$ cat src/rtl/pipe_mem_stage.sv
// EX/MEM pipeline register and valid/ack data-memory access controller.
// Holds the front of the pipe while a load/store is outstanding on the memory bus.
//
// state  | meaning
// IDLE   | M holds a non-memory op or bubble; pipe advances every cycle
// ACCESS | aligned memory op in flight, dm_req high, pipe stalled
// DONE   | memory op finished (ack, timeout or misaligned); leaves M next edge
module pipe_mem_stage #(
    parameter int TIMEOUT = 64
) (
    input  logic        CLK,
    input  logic        RST_N,
    input  logic        RFWEE,
    input  logic        MtoRFSelE,
    input  logic        MemWEE,
    input  logic [31:0] ALU_outE,
    input  logic [31:0] WriteDataE,
    input  logic [4:0]  RtDE,
    input  logic        FlushM,
    output logic        StallM,
    output logic        RFWEM,
    output logic        MtoRFSelM,
    output logic [31:0] ALU_outM,
    output logic [4:0]  RtDM,
    output logic [31:0] mem_read,
    output logic        dm_req,
    output logic        dm_we,
    output logic [31:0] dm_addr,
    output logic [31:0] dm_wdata,
    input  logic [31:0] dm_rdata,
    input  logic        dm_ack,
    output logic        dm_err
);
    typedef enum logic [1:0] {IDLE, ACCESS, DONE} state_t;

    localparam logic [7:0] CNT_TC = 8'(TIMEOUT - 1);

    state_t      state_q, state_d;
    logic        rfwe_q, rfwe_d;
    logic        mtorfsel_q, mtorfsel_d;
    logic        memwe_q, memwe_d;
    logic [31:0] alu_out_q, alu_out_d;
    logic [31:0] wdata_q, wdata_d;
    logic [4:0]  rtd_q, rtd_d;
    logic [31:0] rdata_q, rdata_d;
    logic [7:0]  cnt_q, cnt_d;
    logic        err_q, err_d;

    always_comb begin
        state_d    = state_q;
        rfwe_d     = rfwe_q;
        mtorfsel_d = mtorfsel_q;
        memwe_d    = memwe_q;
        alu_out_d  = alu_out_q;
        wdata_d    = wdata_q;
        rtd_d      = rtd_q;
        rdata_d    = rdata_q;
        cnt_d      = cnt_q;
        err_d      = err_q;

        if (state_q != ACCESS) begin
            if (FlushM) begin
                rfwe_d     = 1'b0;
                mtorfsel_d = 1'b0;
                memwe_d    = 1'b0;
                alu_out_d  = 32'd0;
                wdata_d    = 32'd0;
                rtd_d      = 5'd0;
            end else begin
                rfwe_d     = RFWEE;
                mtorfsel_d = MtoRFSelE;
                memwe_d    = MemWEE;
                alu_out_d  = ALU_outE;
                wdata_d    = WriteDataE;
                rtd_d      = RtDE;
            end
            // Misaligned ops never reach the bus; they complete immediately with an error.
            if (mtorfsel_d || memwe_d) begin
                if (alu_out_d[1:0] != 2'b00) begin
                    state_d = DONE;
                    rdata_d = 32'd0;
                    err_d   = 1'b1;
                end else begin
                    state_d = ACCESS;
                    cnt_d   = 8'd0;
                end
            end else begin
                state_d = IDLE;
            end
        end else begin
            if (dm_ack) begin
                rdata_d = mtorfsel_q ? dm_rdata : 32'd0;
                state_d = DONE;
            end else if (cnt_q == CNT_TC) begin
                rdata_d = 32'd0;
                err_d   = 1'b1;
                state_d = DONE;
            end else begin
                cnt_d = cnt_q + 8'd1;
            end
        end
    end

    always_ff @(posedge CLK) begin
        if (!RST_N) begin
            state_q    <= IDLE;
            rfwe_q     <= 1'b0;
            mtorfsel_q <= 1'b0;
            memwe_q    <= 1'b0;
            alu_out_q  <= 32'd0;
            wdata_q    <= 32'd0;
            rtd_q      <= 5'd0;
            rdata_q    <= 32'd0;
            cnt_q      <= 8'd0;
            err_q      <= 1'b0;
        end else begin
            state_q    <= state_d;
            rfwe_q     <= rfwe_d;
            mtorfsel_q <= mtorfsel_d;
            memwe_q    <= memwe_d;
            alu_out_q  <= alu_out_d;
            wdata_q    <= wdata_d;
            rtd_q      <= rtd_d;
            rdata_q    <= rdata_d;
            cnt_q      <= cnt_d;
            err_q      <= err_d;
        end
    end

    // Pipe_WB cannot stall, so the write controls are masked to a bubble while waiting.
    assign StallM    = (state_q == ACCESS);
    assign RFWEM     = rfwe_q & ~StallM;
    assign MtoRFSelM = mtorfsel_q & ~StallM;
    assign ALU_outM  = alu_out_q;
    assign RtDM      = rtd_q;
    assign mem_read  = rdata_q;
    assign dm_req    = StallM;
    assign dm_we     = StallM & memwe_q;
    assign dm_addr   = StallM ? alu_out_q : 32'd0;
    assign dm_wdata  = StallM ? wdata_q : 32'd0;
    assign dm_err    = err_q;

endmodule

$ cat config.mk
export PLATFORM = sky130hd
export DESIGN_NAME = pipe_mem_stage
export DESIGN_NICKNAME = d
export VERILOG_FILES = /design/src/rtl/pipe_mem_stage.sv
export SDC_FILE = /design/constraint.sdc
export NUM_CORES = 1
export LEC_CHECK = 0
export ABC_CLOCK_PERIOD_IN_PS = 2500
export BUFFER_PORTS_ARGS = -buffer_cell sky130_fd_sc_hd__buf_2
export CORE_MARGIN = 3
export CORE_UTILIZATION = 43
export DETAILED_ROUTE_END_ITERATION = 8
export HOLD_SLACK_MARGIN = 0.15
export PLACE_DENSITY = 0.79
export SKIP_LAST_GASP = 1
export SLEW_MARGIN = 20
export SYNTH_ARGS = -nofsm -noshare
export SYNTH_HDL_FRONTEND = slang
export SYNTH_SLANG_ARGS = --single-unit
$ cat constraint.sdc
create_clock -name CLK -period 2.5 [get_ports CLK]
set_clock_uncertainty 0.1 [all_clocks]
set_input_delay 0.5 -clock CLK [delete_from_list [all_inputs] [get_ports CLK]]
set_output_delay 0.5 -clock CLK [all_outputs]
set_load 0.02 [all_outputs]
# Yosys cells after proc, flatten, opt, wreduce, memory -nomap -nowiden
# Index checks and enable logic that the tools add are counted.
# totals
regBits	115
latch_bits	0
ram_bits	0
mem_bits_ro	0
output_inout_bits	139
wordCells	62
n_memories	0
# op_classes
add_sub_neg	1
mul	0
div_mod_pow	0
n_lt_le_gt_ge	0
n_eq_ne	8
shift	0
muxes	32
bitwise	4
reduce_logical	7
# ops
cell	n
32-bit two-way mux	11
8-bit two-way mux	5
1-bit two-way mux	10
2-bit two-way mux	5
8-bit by 1-bit adder with 8-bit output (second input constant)	1
8-bit by 6-bit == test with 1-bit output (second input constant)	1
2-bit by 1-bit != test with 1-bit output (second input constant)	4
4-bit AND reduction	2
5-bit two-way mux	1
2-bit != test (second input constant)	2
2-bit nonzero test	2
1-bit bitwise AND	3
3-bit AND reduction	1
3-bit nonzero test	1
2-bit by 1-bit == test with 1-bit output (second input constant)	1
1-bit logical OR	1
1-bit NOT	1

# Logic depth before layout (Yosys ltp)
# depth
depth_word	6
ltp_mapped	7
depth_no_buf	5

# Least setup slack after synthesis
# OpenSTA, ideal clock, no wires.
# synth_path
kind	register -> output
start	register state_q[1]
end	output dm_req
arrival_ns	1.493
slack_ns	0.407
stages_incl_launch_ff	6
path_buffers	3
cell_sequence	dfxtp_1 -> nand2b_2 -> inv_2 -> clkbuf_1 -> clkbuf_1 -> buf_4
# synth_via
elab_chain_len	1
# synth_rtl
element	line_no	rtl
start, declared	38	state_t state_q, state_d;
start signal, assigned	117	state_q <= state_d;
2-bit by 1-bit == test with 1-bit output	131	assign StallM = (state_q == ACCESS);
end, declared	26	output logic dm_req,
# No other way between the ends.

# Final worst setup path
# layout_path
start	register state_q[1]
end	output dm_addr[0]
# layout_via
elab_chain_len	2
# layout_rtl
element	line_no	rtl
2-bit by 1-bit == test with 1-bit output	131	
32-bit two-way mux	139	assign dm_addr = StallM ? alu_out_q : 32'd0;
end, declared	28	output logic [31:0] dm_addr,
# No other way between the ends.

==> results.env <==
ASYNCSETRESETFLOPFRACSYNTH_PCT=0
MOST_USED_CELLS_IN_THE_LAYOUT_EXCLUDING_FILL_AND_TAP_CELLS='sky130_fd_sc_hd__buf_2 (246), sky130_fd_sc_hd__dfxtp_1 (115), sky130_fd_sc_hd__dlygate4sd3_1 (92)'
CTS_TREE='yes'
CORE_MM2=0.009371
SYNTH_TOP_AREA_SHARE_PCT=54.88
MAPPEDNETLISTAREA_MM2=0.004195
POSTSYNTHAREAPERCELL_UM2=9.140
VIA_COUNT_OF_THE_FIRST_GLOBAL_ROUTING_PASS=5169
VIAS_PER_INST=5.191
RELSLEWSLACK_PCT=64.43
GLOBALROUTE.TOTALOVERFLOW=0
POWER_DENSITY_mW_PER_MM2=701.6
TRITONCTS_NUM_SINKS=115
HOLD_VIOL=0
DESIGN.DIE.AREA_MM2=0.01098
PORTBUFFERS=246
WORST_EP_ARRIVAL_TIME_NS=1.78
DRTITER0DRC=263
SYNTH_TOP_FLOP_CELL='sky130_fd_sc_hd__dfxtp_1'
TRITONCTS.NUM_BUFFERS=17
TIMING.FMAX_MHz=421.0
STATUS='finished, final reports clean'
P_LEAK_nW=3.508
MOST_COMMON_LIBRARY_CELL_IN_THE_LAYOUT_IGNORING_FILL_AND_TAPS='sky130_fd_sc_hd__buf_2'
FINALCOREUTILIZATION_PCT=76.09
SETUP.WORST_PATH.START_CLASS='flop'
EDFF_COUNT_SYNTH=0
POST_SYNTH_INST_COUNT=459
GP_ROUTABILITY_CONGESTION=0.8327
SYNTH_NETS=568
WORST-SETUP-PATH-TYPE='flop to primary output'
SETUP_VIOL=0
YOSYSWARNINGCOUNT=0
AVGROUTEDWIREPERCELL_UM=17.05
FINALWIRELENGTH_MM=15.91
GRT_USE_TOTAL_PCT=28.60
FINAL_LAYOUT_SIZE_SUFFIX_GT1_SHARE_PCT=36.86
SYNTHDISTINCTLIBCELLS=33
DETAILEDPLACEMENTHPWL_MM=9.022
IOPINCOUNT=247
ROUTE.ANTENNA.REMAINING_NETS=0
H_TREE_LEVEL_COUNT=4
MAXCAPVIOLATIONS=0
FINAL-MAX-SLEW-VIOLATION-COUNT=0
GRT_MAX_DEGREE=66
SETUP_TNS_NS=0
CP_DATA_REQUIRED_TIME_NS=1.90
CLKSLEWWORSTSETUPHOLDPATHS_NS=0.06
YOSYS-TOP-CELLS-AREA='sky130_fd_sc_hd__dfxtp_1 (55%), sky130_fd_sc_hd__and2_1 (10%), sky130_fd_sc_hd__a21oi_1 (9.2%)'
VERTICAL_DIE_DIMENSION_UM=104.8
DETAIL_ROUTE.FIRST_PASS.ITERATIONS=4
SYNTH_AREA_LEADER_CELL='sky130_fd_sc_hd__dfxtp_1'
CTS.ROOT.BUFFER_CELL='sky130_fd_sc_hd__clkbuf_8'
FINALPOWER_mW=5.003
FLOORPLAN.DIE.WIDTH_UM=104.8
ROUTE.VIAS.TOTAL=4843
POSTSYNTHREGISTERBITS=115
FINALNETCOUNT=899
ANTENNA_VIOLATIONS_BEFORE_REPAIR=1
PERIOD_MINUS_SLACK_NS=2.375
WORSTHOLDPATHTYPE='primary input to flop'
CP-END-KIND='primary output'
GRT_PASS1_WL_MM=25.31
FINALCRITPERIODSHARE_PCT=95.01
CLK_PATH_BUF_DEPTH=2
HOLD-WORST-SLACK_NS=0.1725
TIMING_WORST_SLEW_PIN_VALUE_NS=0.5336
DRC_ERRORS=0
AREA_DELTA_SYNTH_FINAL_PCT=69.97
INITIAL_UTILIZATION_PCT=44.77
POWER.IR.VDD_WORST_V=0.0004651
GRT_SETUP_UNREPAIRED='no'
CRITICAL_PATH.MAX_FANOUT=27
INSERTION_DELAY_NS=0.50
FLOORPLAN.ROWS=35
SEQ_AREA_FRAC_SYNTH_PCT=54.88
==> synthesized netlist by cell type, types with 2 or more instances <==
library cell	instances
sky130_fd_sc_hd__o31ai_1	2
sky130_fd_sc_hd__nor2_1	77
sky130_fd_sc_hd__nand4_1	6
sky130_fd_sc_hd__nor3b_1	7
sky130_fd_sc_hd__nand2_1	7
sky130_fd_sc_hd__buf_1	3
sky130_fd_sc_hd__o31a_1	2
sky130_fd_sc_hd__a31oi_1	2
sky130_fd_sc_hd__and3_1	2
sky130_fd_sc_hd__or2_2	2
sky130_fd_sc_hd__nand3_1	7
sky130_fd_sc_hd__buf_2	6
sky130_fd_sc_hd__clkbuf_1	25
sky130_fd_sc_hd__nor3_1	2
sky130_fd_sc_hd__and2_1	67
sky130_fd_sc_hd__dfxtp_1	115
sky130_fd_sc_hd__a21oi_1	77
sky130_fd_sc_hd__a22o_1	32
sky130_fd_sc_hd__or4_1	3
sky130_fd_sc_hd__o21ai_0	2
==> path summary, 6_finish.rpt <==
kind / start / to / slack (ns) / cells past startpoint
worst max-delay path: state_q[1] / dm_addr[0] / 0.12 / 5
worst min-delay path: ALU_outE[11] / ALU_outM[11] / 0.17 / 3
worst max register to register: state_q[1] / cnt_q[1] / 0.50 / 5
worst min register to register: mem_read[12] / mem_read[12] / 0.37 / 1
==> power breakdown <==
group	internal, mW	total (mW)	switching (mW)
Sequential	1.89	1.91	0.0225
Combinational	0.238	0.476	0.238
Clock	1.75	2.62	0.869
Total	3.87	5.00	1.13
==> layout make-up <==
| type | instances | area [µm²] |
|---|---|---|
| sequential | 115 | 2302 |
| timing repair buffer | 347 | 2245 |
| fill | 651 | 2241 |
| multi-input combinational | 306 | 1758 |
| clock buffer | 19 | 431.7 |
| clock inverter | 13 | 206.4 |
| tap | 129 | 161.4 |
| inverter | 3 | 23.77 |
| antenna | 1 | 2.502 |
==> cells by family (layout without fill, tap and decap cells) <==
kind of cell,count (synthesis),count (layout),share of synthesized area [%]
buffers and inverters,38,382,3.668
adder cells (fa/ha/maj),1,1,0.2982
flip-flops,115,115,54.88
other,0,1,0
AND/OR/NAND/NOR,185,185,22.96
AO/OA/AOI/OAI,120,120,18.19
==> stage by stage <==
step | worst slack [ns] | std cells | instance area (µm²)
floorplan | 0.4067 | 459 | 4195
global placement | 0.3839 | 808 | 5552
detailed placement | 0.3438 | 808 | 5552
CTS | 0.02851 | 932 | 7116
global route | 0.01924 | 933 | 7131
finish | 0.1246 | 933 | 7131
==> registers in the layout, indices dropped and copies added, names as in the netlist <==
signal      cells
ALU_outM       32
memwe_q         1
cnt_q           8
RtDM            5
dm_err          1
mem_read       32
wdata_q        32
rfwe_q          1
mtorfsel_q      1
state_q         2
==> metal layers <==
| metal | vias to the layer above | part of all wire (%) | global-route usage (%) |
|---|---|---|---|
| li1 | 2235 | - | - |
| met1 | 2254 | 35 | 29.07 |
| met2 | 272 | 52 | 51.24 |
| met3 | 82 | 6.4 | 6.794 |
| met4 | 0 | 6.1 | 19.87 |
| met5 | - | 0 | 0 |
==> critical path: stages, from the launching register on <==
cell	delay [ns]
sky130_fd_sc_hd__dfxtp_1	0.36
sky130_fd_sc_hd__nand2b_4	0.20
sky130_fd_sc_hd__clkinv_8	0.12
sky130_fd_sc_hd__buf_4	0.21
sky130_fd_sc_hd__and2_1	0.20
sky130_fd_sc_hd__buf_2	0.17
==> repair_timing <==
action / 4_1_cts / 5_1_grt
endpoints found under the setup margin: 54 / 54
endpoints found under the hold margin: 92 / 0
resized for setup: 2 / 3
hold buffers: 92 / 0
buffers inserted: 0 / 0
Power figures use the tool's default switching activity.
